[config.mk]
export PLATFORM = sky130hd
export DESIGN_NAME = half_duplex_spi_sequencer
export DESIGN_NICKNAME = d
export VERILOG_FILES = /design/src/rtl/half_duplex_spi_sequencer.sv
export SDC_FILE = /design/constraint.sdc
export NUM_CORES = 1
export LEC_CHECK = 0
export CAP_MARGIN = 25
export CORE_ASPECT_RATIO = 1.75
export CORE_MARGIN = 1.5
export CORE_UTILIZATION = 57
export CTS_BUF_LIST = sky130_fd_sc_hd__clkbuf_16
export CTS_CLUSTER_SIZE = 28
export DETAILED_ROUTE_END_ITERATION = 16
export DONT_BUFFER_PORTS = 1
export GPL_TIMING_DRIVEN = 1
export PLACE_DENSITY_LB_ADDON = 0.25
export SLEW_MARGIN = 15
export SYNTH_ARGS = -nofsm -noshare
export SYNTH_HDL_FRONTEND = slang
export SYNTH_SLANG_ARGS = --single-unit
[constraint.sdc]
create_clock -name fabric_clk -period 2.95 [get_ports fabric_clk]
set_input_delay 0.4425 -clock fabric_clk [delete_from_list [all_inputs] [get_ports fabric_clk]]
set_output_delay 0.4425 -clock fabric_clk [all_outputs]
set_load 0.01 [all_outputs]
[src/rtl/half_duplex_spi_sequencer.sv]
`default_nettype none
// ============================================================================
// Module      : half_duplex_spi_sequencer
// Description : Buffers register-access commands, launches them one at a time
//               into a half-duplex SPI master with a start/busy handshake,
//               enforces an idle gap, collects read data into a response FIFO
//               and flags a master that never goes busy.
// Revision    : 1.0 - initial release
// ============================================================================
module half_duplex_spi_sequencer #(
    parameter int DATA_WIDTH            = 32,
    parameter int TRANSACTION_LEN_WIDTH = 6,
    parameter int FIFO_DEPTH_LOG2       = 2,
    parameter int GAP_CYCLES            = 4,
    parameter int BUSY_TIMEOUT          = 16
) (
    input  logic                             fabric_clk,
    input  logic                             reset,
    input  logic                             cmd_valid,
    output logic                             cmd_ready,
    input  logic [TRANSACTION_LEN_WIDTH-1:0] cmd_length,
    input  logic [DATA_WIDTH-1:0]            cmd_data,
    input  logic [DATA_WIDTH-1:0]            cmd_rw_mask,
    output logic                             rsp_valid,
    input  logic                             rsp_ready,
    output logic [DATA_WIDTH-1:0]            rsp_data,
    output logic [TRANSACTION_LEN_WIDTH-1:0] spi_length,
    output logic [DATA_WIDTH-1:0]            spi_data,
    output logic [DATA_WIDTH-1:0]            spi_rw_mask,
    output logic                             spi_start,
    input  logic                             spi_busy,
    input  logic [DATA_WIDTH-1:0]            spi_read_data,
    output logic                             idle,
    output logic                             timeout_err,
    input  logic                             clear_err
);

    localparam int c_depth  = 1 << FIFO_DEPTH_LOG2;
    localparam int c_cmd_w  = TRANSACTION_LEN_WIDTH + 2 * DATA_WIDTH;
    localparam int c_tmr_w  = $clog2(BUSY_TIMEOUT + 1);
    localparam int c_gap_w  = $clog2(GAP_CYCLES + 1);
    // The LAUNCH cycle counts as the first waited cycle, so the wait counter
    // starts one short and the flag lands BUSY_TIMEOUT cycles after LAUNCH.
    localparam logic [c_tmr_w-1:0] c_tmr_load = c_tmr_w'(BUSY_TIMEOUT - 1);
    localparam logic [c_gap_w-1:0] c_gap_load = c_gap_w'(GAP_CYCLES - 1);

    typedef enum logic [2:0] {
        ST_IDLE      = 3'd0,
        ST_LAUNCH    = 3'd1,
        ST_WAIT_BUSY = 3'd2,
        ST_WAIT_DONE = 3'd3,
        ST_GAP       = 3'd4
    } state_t;

    state_t r_state;
    state_t w_next_state;

    logic [c_cmd_w-1:0]         r_cmd_mem [c_depth];
    logic [FIFO_DEPTH_LOG2:0]   r_cmd_wr;
    logic [FIFO_DEPTH_LOG2:0]   r_cmd_rd;
    logic [DATA_WIDTH-1:0]      r_rsp_mem [c_depth];
    logic [FIFO_DEPTH_LOG2:0]   r_rsp_wr;
    logic [FIFO_DEPTH_LOG2:0]   r_rsp_rd;

    logic [TRANSACTION_LEN_WIDTH-1:0] r_spi_length;
    logic [DATA_WIDTH-1:0]            r_spi_data;
    logic [DATA_WIDTH-1:0]            r_spi_rw_mask;
    logic [c_tmr_w-1:0]               r_tmr;
    logic [c_gap_w-1:0]               r_gap;
    logic                             r_timeout_err;

    logic                             w_cmd_empty;
    logic                             w_cmd_full;
    logic                             w_cmd_push;
    logic                             w_cmd_pop;
    logic [c_cmd_w-1:0]               w_cmd_head;
    logic [TRANSACTION_LEN_WIDTH-1:0] w_head_len;
    logic                             w_rsp_empty;
    logic                             w_rsp_full;
    logic                             w_rsp_push;
    logic                             w_rsp_pop;
    logic                             w_spi_start;
    logic                             w_timeout_set;

    // Pointer-based full/empty: an extra MSB distinguishes full from empty.
    assign w_cmd_empty = (r_cmd_wr == r_cmd_rd);
    assign w_cmd_full  = (r_cmd_wr[FIFO_DEPTH_LOG2] != r_cmd_rd[FIFO_DEPTH_LOG2]) &&
                         (r_cmd_wr[FIFO_DEPTH_LOG2-1:0] == r_cmd_rd[FIFO_DEPTH_LOG2-1:0]);
    assign w_rsp_empty = (r_rsp_wr == r_rsp_rd);
    assign w_rsp_full  = (r_rsp_wr[FIFO_DEPTH_LOG2] != r_rsp_rd[FIFO_DEPTH_LOG2]) &&
                         (r_rsp_wr[FIFO_DEPTH_LOG2-1:0] == r_rsp_rd[FIFO_DEPTH_LOG2-1:0]);

    assign w_cmd_push = cmd_valid && !w_cmd_full;
    assign w_rsp_pop  = !w_rsp_empty && rsp_ready;
    assign w_cmd_head = r_cmd_mem[r_cmd_rd[FIFO_DEPTH_LOG2-1:0]];
    assign w_head_len = w_cmd_head[c_cmd_w-1 -: TRANSACTION_LEN_WIDTH];

    assign cmd_ready   = !w_cmd_full;
    assign rsp_valid   = !w_rsp_empty;
    // Forced to zero when empty so no stale word is ever visible.
    assign rsp_data    = w_rsp_empty ? '0 : r_rsp_mem[r_rsp_rd[FIFO_DEPTH_LOG2-1:0]];
    assign spi_length  = r_spi_length;
    assign spi_data    = r_spi_data;
    assign spi_rw_mask = r_spi_rw_mask;
    assign spi_start   = w_spi_start;
    assign idle        = (r_state == ST_IDLE) && w_cmd_empty;
    assign timeout_err = r_timeout_err;

    // Storage arrays carry no reset; validity is tracked by the pointers.
    always_ff @(posedge fabric_clk) begin
        if (w_cmd_push) begin
            r_cmd_mem[r_cmd_wr[FIFO_DEPTH_LOG2-1:0]] <= {cmd_length, cmd_data, cmd_rw_mask};
        end
        if (w_rsp_push) begin
            r_rsp_mem[r_rsp_wr[FIFO_DEPTH_LOG2-1:0]] <= spi_read_data;
        end
    end

    // FIFO pointers advance on push/pop and wrap naturally.
    always_ff @(posedge fabric_clk) begin
        if (reset) begin
            r_cmd_wr <= '0;
            r_cmd_rd <= '0;
            r_rsp_wr <= '0;
            r_rsp_rd <= '0;
        end else begin
            if (w_cmd_push) r_cmd_wr <= r_cmd_wr + 1'b1;
            if (w_cmd_pop)  r_cmd_rd <= r_cmd_rd + 1'b1;
            if (w_rsp_push) r_rsp_wr <= r_rsp_wr + 1'b1;
            if (w_rsp_pop)  r_rsp_rd <= r_rsp_rd + 1'b1;
        end
    end

    // FSM state register.
    always_ff @(posedge fabric_clk) begin
        if (reset) r_state <= ST_IDLE;
        else       r_state <= w_next_state;
    end

    // Next-state and per-state strobes.
    always_comb begin
        w_next_state  = r_state;
        w_cmd_pop     = 1'b0;
        w_rsp_push    = 1'b0;
        w_spi_start   = 1'b0;
        w_timeout_set = 1'b0;
        case (r_state)
            ST_IDLE: begin
                if (!w_cmd_empty && !w_rsp_full) begin
                    w_cmd_pop = 1'b1;
                    // Zero-length commands are dropped without a launch.
                    if (w_head_len != '0) w_next_state = ST_LAUNCH;
                end
            end
            ST_LAUNCH: begin
                w_spi_start  = 1'b1;
                w_next_state = ST_WAIT_BUSY;
            end
            ST_WAIT_BUSY: begin
                if (spi_busy) begin
                    w_next_state = ST_WAIT_DONE;
                end else if (r_tmr == c_tmr_w'(1)) begin
                    w_timeout_set = 1'b1;
                    w_next_state  = ST_GAP;
                end
            end
            ST_WAIT_DONE: begin
                if (!spi_busy) begin
                    w_rsp_push   = 1'b1;
                    w_next_state = ST_GAP;
                end
            end
            ST_GAP: begin
                if (r_gap == '0) w_next_state = ST_IDLE;
            end
            default: w_next_state = ST_IDLE;
        endcase
    end

    // Transaction fields, wait/gap counters and the sticky timeout flag.
    always_ff @(posedge fabric_clk) begin
        if (reset) begin
            r_spi_length  <= '0;
            r_spi_data    <= '0;
            r_spi_rw_mask <= '0;
            r_tmr         <= '0;
            r_gap         <= '0;
            r_timeout_err <= 1'b0;
        end else begin
            if (w_cmd_pop) begin
                {r_spi_length, r_spi_data, r_spi_rw_mask} <= w_cmd_head;
            end
            if (r_state == ST_LAUNCH) begin
                r_tmr <= c_tmr_load;
            end else if (r_state == ST_WAIT_BUSY && !spi_busy) begin
                r_tmr <= r_tmr - 1'b1;
            end
            if (r_state != ST_GAP && w_next_state == ST_GAP) begin
                r_gap <= c_gap_load;
            end else if (r_state == ST_GAP) begin
                r_gap <= r_gap - 1'b1;
            end
            // Setting wins over a same-cycle clear.
            if (w_timeout_set)  r_timeout_err <= 1'b1;
            else if (clear_err) r_timeout_err <= 1'b0;
        end
    end

endmodule
`default_nettype wire

==> flow_metrics.tcl, run 1 <==
set metrics [dict create \
    critPathMaxFanout 32 \
    startpoint_type "flip-flop" \
    tightest_slew_ns 0.6043 \
    status "completed" \
    critPathKind "reg2out" \
    max_freq_mhz 373.1 \
    synth_edf_count 408 \
    nNetsFinal 1288 \
    firstDrtPassIters 6 \
    finalWirelength_microns 37480 \
    min_path_cells 2 \
    pwr_density_cell_nw_per_um2 849.4 \
    seq_area_sq_um 14220 \
    multi_input_area_sq_um 4467 \
    numCtsBuffers 43 \
    vias 9721 \
    worstPathArrival_ns 2.24 \
    cts-root-buf "clkbuf_16" \
    crit_start "r_cmd_rd[2]" \
    drc 0 \
    hold_viol 0 \
    ys_ff_latch 506 \
    cp.required_ns 2.51 \
    clkLatencyLatePin_ns 0.56 \
    portBuffers 0 \
    min_period_over_period_pct 90.85 \
    num_rows 88 \
    rr_startpoint "r_cmd_rd[2]" \
    cp-end-kind "output pin" \
    regToRegEndpoint "r_cmd_mem[0][58]" \
    cts_max_level 2 \
    syn_area_sq_um 18990 \
    netlist_instances 1057 \
    async_reset_ff_share_pct 0 \
    grt_max_degree 91 \
    place_ws_ns 0.6378 \
    clk_path_buf_depth 3 \
    gp_congestion 0.7571 \
    layout-drive-gt1-share_pct 18.33 \
    synthFlopType "edfxtp_1" \
    grt_usage_pct 22.05 \
    via_per_inst 6.045 \
    grt_pass1_vias 10140 \
    fin_ws_ns 0.2699 \
    grt_pass1_wl_microns 57510 \
    ys_warn_count 0 \
    r2r_slack_ns 0.65 \
    min_to "r_state[0]" \
    postRouteAntennaNets 0 \
    rsz0062_at_grt "no" \
    maxCapViolations 0 \
    cellLeakagePower_nw 7.129 \
    dp_hpwl_microns 23770 \
    fin_crit_ns 2.680 \
    fp.dieW_microns 141.0 \
    boundaryPins 215 \
    vdd_ir_drop_max_uv 797.1 \
    syn_to_final_growth_pct 16.53 \
    fill_cells 2072 \
    grt.overflow.total 0 \
    antenna_found_initial 3 \
    cts_tree "built" \
    ff2ff_path_depth 4 \
    dr.first_iter.drc_count 457 \
    relSlewSlack_pct 59.71 \
    hp-start "spi_busy" \
    yosys.cell_types.count 42 \
    cts_sinks 506 \
    wire_per_inst_microns 23.31 \
    setup_viol 0 \
    core_sq_um 32920 \
    min_path_type "in2reg" \
    cts_resized 0 \
    start_util_pct 57.69 \
    slew_viol_final 0 \
    die_y_microns 244.5 \
    clock_skew_ns 0.02019 \
    avgSynthCellArea_sq_um 17.97 \
    postSynthNetCount 1179 \
    clk_pin_slew_worst_paths_ns 0.07 \
    yosysSeqAreaShare_pct 74.84 \
    dieArea_sq_um 34470 \
    setup_tns_ns 0 \
]
==> cells in the final DEF (no fill, tap or decap), types with 2 or more instances in the layout <==
cell type and count:
nand2_1 5, mux4_2 102, xor2_1 9, clkbuf_16 46
clkinv_8 2, xnor2_1 8, or3_1 6, buf_4 20
and2_1 37, clkinv_1 8, inv_1 13, or4_1 2
nor2_1 15, dfxtp_1 95, ha_1 14, clkinvlp_4 2
o31a_1 2, edfxtp_1 408, bufinv_16 5, diode_2 3
buf_12 10, o21ai_1 64, dlygate4sd3_1 103, nor2b_1 2
nor3_1 3, nand3_1 78, nor3_2 2, o21a_1 2
and2_4 4, a21oi_1 83, dfxtp_4 2, inv_2 3
clkinv_4 3, o21ai_0 12, clkinv_2 8
==> cells in the mapped netlist, types with 2 or more instances <==
| library cell | instances | area (sq um) |
|---|---|---|
| o21ai_1 | 64 | 320.3 |
| nand3_1 | 79 | 395.4 |
| and2_1 | 42 | 262.8 |
| nor3_1 | 3 | 15.01 |
| o21ai_0 | 12 | 60.06 |
| buf_1 | 11 | 41.29 |
| nor3_2 | 2 | 20.02 |
| a21oi_1 | 83 | 415.4 |
| mux4_2 | 102 | 2297 |
| clkbuf_1 | 37 | 138.9 |
| o21a_1 | 2 | 15.01 |
| xor2_1 | 9 | 78.83 |
| inv_2 | 3 | 11.26 |
| inv_1 | 10 | 37.54 |
| edfxtp_1 | 408 | 12250 |
| nand2_1 | 5 | 18.77 |
| nor2b_1 | 2 | 12.51 |
| or4_1 | 2 | 15.01 |
| ha_1 | 14 | 175.2 |
| nor2_1 | 15 | 56.30 |
| dfxtp_1 | 98 | 1962 |
| buf_2 | 20 | 100.1 |
| xnor2_1 | 8 | 70.07 |
| or3_1 | 6 | 37.54 |
| o31a_1 | 3 | 26.28 |
==> flip-flops by register name, summed over array words and instances (netlist names), named ones only <==
register     count
timeout_err      1
r_state          3
spi_rw_mask     32
r_rsp_rd         3
r_rsp_mem      128
r_tmr            5
spi_data        32
r_rsp_wr         3
r_cmd_wr         3
r_cmd_rd         3
r_gap            3
spi_length       6
r_cmd_mem      280
==> layer usage <==
metal	share of wire, %	vias up	global-route usage [%]
met1	36	4973	25.17
met3	5.3	65	4.249
met4	2.8	0	7.445
met2	55	277	41.10
met5	0	-	0
li1	-	4406	-
==> area by class of cell <==
| class | instances | area share (%) |
|---|---|---|
| timing repair buffer | 134 | 6.366 |
| antenna | 3 | 0.03392 |
| multi-input combinational | 468 | 20.18 |
| sequential | 506 | 64.26 |
| clock buffer | 46 | 5.201 |
| clock inverter | 33 | 1.447 |
| tap | 405 | 2.290 |
| inverter | 13 | 0.2205 |
==> cell families after synthesis <==
logic type | share of synthesized area (%)
DFF | 74.84
buffers and inverters | 1.831
muxes | 12.21
adders and majority gates | 0.9223
AOI/OAI and AO/OA | 4.783
xor gates and xnor gates | 0.7840
and+or+nand+nor | 4.638
==> power by group <==
part	total, mW	internal (mW)	switching [mW]
sequential	9.22	8.46	0.760
combinational	3.80	1.52	2.28
clock	5.78	3.29	2.49
total	18.8	13.3	5.53
==> worst max-delay path by stage <==
stage	end	depth (start not counted)
2_1_floorplan	r_cmd_mem[0][0]	3
3_3_place_gp	r_cmd_mem[0][57]	4
3_5_place_dp	r_cmd_mem[0][58]	4
4_1_cts	idle	3
5_1_grt	idle	3
6_report	idle	3
==> worst max-delay path: stages (launching register included) <==
cell and delay, ns:
dfxtp_1 0.33, xnor2_1 0.36, and3_2 0.67, and2_1 0.32
==> timing repair <==
action / CTS / global route
hold endpoints to repair: 499 / 0
buffers inserted: 0 / 0
hold buffers: 104 / 0
==> per-stage QoR <==
step | util [%] | total power [mW] | cell area [sq um] | hold slack, ns | std cells
after detailed placement | 59.52 | 13.02 | 19600 | 0.4670 | 1422
final | 67.23 | 18.80 | 22130 | 0.05041 | 1608
after global placement | 59.52 | 12.91 | 19600 | 0.4565 | 1422
after global routing | 67.22 | 19.57 | 22130 | 0.04310 | 1607
after CTS | 67.21 | 18.96 | 22130 | 0.03185 | 1605
after floorplan | - | 11.80 | 19000 | 0.4474 | 1057
Note: power is estimated with default switching activity, not from simulation.
==> inputs of run 2 (changes only) <==
- ABC_AREA: unset -> 1
- CORE_UTILIZATION: 57 -> 63
- SKIP_LAST_GASP: unset -> 1
- clock period: 2.95 -> 2.9 ns (I/O delays scaled with it)
==> run 2 against run 1 <==
Combinational power grew 30%. Cell area shrank 0.57%. Core utilization grew 6.0 points. Clock power shrank 3.5%. Via count grew 25%. Flip-flop and latch count is the same. Power grew 3.8%. Cell count grew 30%. Synthesized cell count grew 49%. Area after synthesis grew 1.3%. Sequential power shrank 2.4%. Critical path type unchanged. Largest cell class unchanged. Highest routed layer unchanged.
==> flow_metrics.tcl, run 2 <==
set metrics [dict create \
    cp.required_ns 2.47 \
    syn_area_sq_um 19240 \
    grt_pass1_wl_microns 62780 \
    portBuffers 0 \
    slowest_stage "dfxtp_2" \
    cp_top_family "buffers and inverters" \
    wire_per_inst_microns 19.59 \
    pwr_density_cell_nw_per_um2 886.4 \
    seqPwrFrac_pct 46.1 \
    num_rows 84 \
    fp.dieW_microns 135.1 \
    max_freq_mhz 374.9 \
    antenna_found_initial 4 \
    grt_usage_pct 25.91 \
    cts_tree "built" \
    dr.first_iter.drc_count 775 \
    critPathMaxFanout 48 \
    cts-root-buf "clkbuf_16" \
    yosys.cell_types.count 27 \
    clkLatencyLatePin_ns 0.56 \
    postSynthNetCount 1698 \
    synth.most_common_cell "edfxtp_1" \
    firstDrtPassIters 5 \
    crit_chain "buf_4 -> nor2_1 -> o32ai_1 -> nand2_1 -> inv_1" \
    yosysSeqAreaShare_pct 73.87 \
    avgSynthCellArea_sq_um 12.21 \
    async_reset_ff_share_pct 0 \
    hold_viol 0 \
    grt.overflow.total 0 \
    grt_max_degree 141 \
    clock_skew_ns 0.02229 \
    clk_path_buf_depth 3 \
    final_common_cell "edfxtp_1" \
    internal_power_mw 13.10 \
    tightest_slew_ns 0.8031 \
    cts_setup_buffers 0 \
    netlist.area_leader.share_pct 63.68 \
    fin_cells 2083 \
    max_stage_delay_ns 0.52 \
    largest_reg_flops 280 \
    cts_sinks 506 \
    ys_warn_count 0 \
    relSlewSlack_pct 46.46 \
    vdd_ir_drop_max_uv 612.3 \
    cellLeakagePower_nw 7.861 \
    layout-drive-gt1-share_pct 6.678 \
    nNetsFinal 1780 \
    synth.area.top_cells "edfxtp_1, dfxtp_1, nor2_1" \
    syn_to_final_growth_pct 14.38 \
    slew_viol_final 0 \
    finalWirelength_microns 40810 \
    p_clk_share_pct 28.6 \
    numCtsBuffers 42 \
    dp_hpwl_microns 23960 \
    clk_pin_slew_worst_paths_ns 0.06 \
    boundaryPins 215 \
    p_sw_share_pct 32.84 \
    rsz0062_at_grt "no" \
    via_per_inst 5.838 \
    critPathKind "reg2out" \
    fill_cells 1974 \
    status "completed" \
    min_path_type "in2reg" \
    dieArea_sq_um 31640 \
    layout_common_cells "edfxtp_1, nor2_1, nand2_1" \
    p_sw_mw 6.406 \
    combPwrFrac_pct 25.3 \
    startpoint_type "flip-flop" \
    cp-end-kind "output pin" \
    ys_ff_latch 506 \
    power_mw 19.51 \
    die_y_microns 234.2 \
    synth_area_leader_cell "edfxtp_1" \
    synthFlopType "edfxtp_1" \
    cp.buffers_inverters 2 \
    drc 0 \
    core_sq_um 30060 \
    dp_cells 1898 \
    vias 12160 \
    setup_viol 0 \
    worstPathArrival_ns 2.23 \
    min_period_over_period_pct 91.98 \
    netlist_instances 1576 \
    synth_top_cells_by_count "edfxtp_1, nor2_1, nand2_1" \
    start_util_pct 64.01 \
    cts_max_level 2 \
    grt_pass1_vias 12250 \
    gp_congestion 0.7886 \
    fin_crit_ns 2.668 \
    synth_edf_count 408 \
    maxCapViolations 0 \
    postRouteAntennaNets 0 \
]
[run 2: changes by cell type after synthesis, sizes merged, moves of 42 or more]
cell | before | now
o21ai | 76 | 174
mux4 | 102 | 0
o22ai | 0 | 64
nand2 | 5 | 231
inv | 13 | 75
nand3 | 79 | 23
nor2 | 15 | 260
and2 | 42 | 0
[run 2: final cells by class]
cell class	instances	area, sq um	area share, %
multi-input cells	902	4342	19.73
clock buffers	46	1151	5.231
repair buffers	131	1296	5.890
flip-flops and latches	506	14220	64.62
well taps	387	484.2	2.200
diodes	4	10.01	0.04548
clock inverters	32	219.0	0.9949
inverters	75	284.0	1.291
[run 2: per-layer routing]
layer	part of all wire (%)	GRT usage [%]
met3	6.8	5.512
met4	2.7	9.106
met5	0	0
met1	36	28.08
met2	54	49.27
[run 2: worst reg2reg max path: cells and delay by family (launching register included)]
| kind | cells | cell delay, ns |
|---|---|---|
| xor gates and xnor gates | 1 | 0.23 |
| and+or+nand+nor | 3 | 0.62 |
| DFF | 1 | 0.34 |
| buffers and inverters | 1 | 0.55 |
[run 2: repair_timing]
action                                 CTS  global route
hold buffers                           103             0
gates resized for setup                  0             0
endpoints found under the hold margin  485             0
[run 2: power groups by stage]
stage | logic, mW | clock network [mW] | registers (mW)
finish | 4.93 | 5.58 | 9.00
floorplan | 3.79 | 0 | 8.95
detailed placement | 4.75 | 0 | 9.15
global route | 5.52 | 5.96 | 9.06
global placement | 4.60 | 0 | 9.14
CTS | 4.96 | 5.65 | 9.00
[run 2: final timing paths]
path                                   from          endpoint  slack [ns]  cells after the start
worst min register to register  timeout_err       timeout_err        0.51                      2
worst min-delay path                  reset       r_rsp_wr[2]        0.05                      2
worst max-delay path              flip-flop       rsp_data[7]        0.23                      5
worst max register to register  r_cmd_rd[2]  r_cmd_mem[2][46]        0.75                      5
[run 2: through the flow]
stage	hold WS, ns	cell area (sq um)	util (%)	TNS, ns	worst slack [ns]
6_report	0.04918	22010	73.21	0	0.2325
5_1_grt	0.03111	22010	73.21	0	0.09854
4_1_cts	0.03353	22000	73.18	0	0.2595
3_5_place_dp	0.4955	19580	65.13	0	0.7504
3_3_place_gp	0.4892	19580	65.13	0	0.8208
2_1_floorplan	0.4748	19250	-	-84.63	-0.3022
[run 2: cell families (layout without fill, tap and decap cells)]
logic type	Yosys count	in the layout	synth area share [%]
AOI/OAI and AO/OA	360	360	10.42
xor gates and xnor gates	9	9	0.4096
adders and majority gates	14	14	0.9104
buffers and inverters	168	284	3.967
DFF	506	506	73.87
other	0	4	0
and+or+nand+nor	519	519	10.42
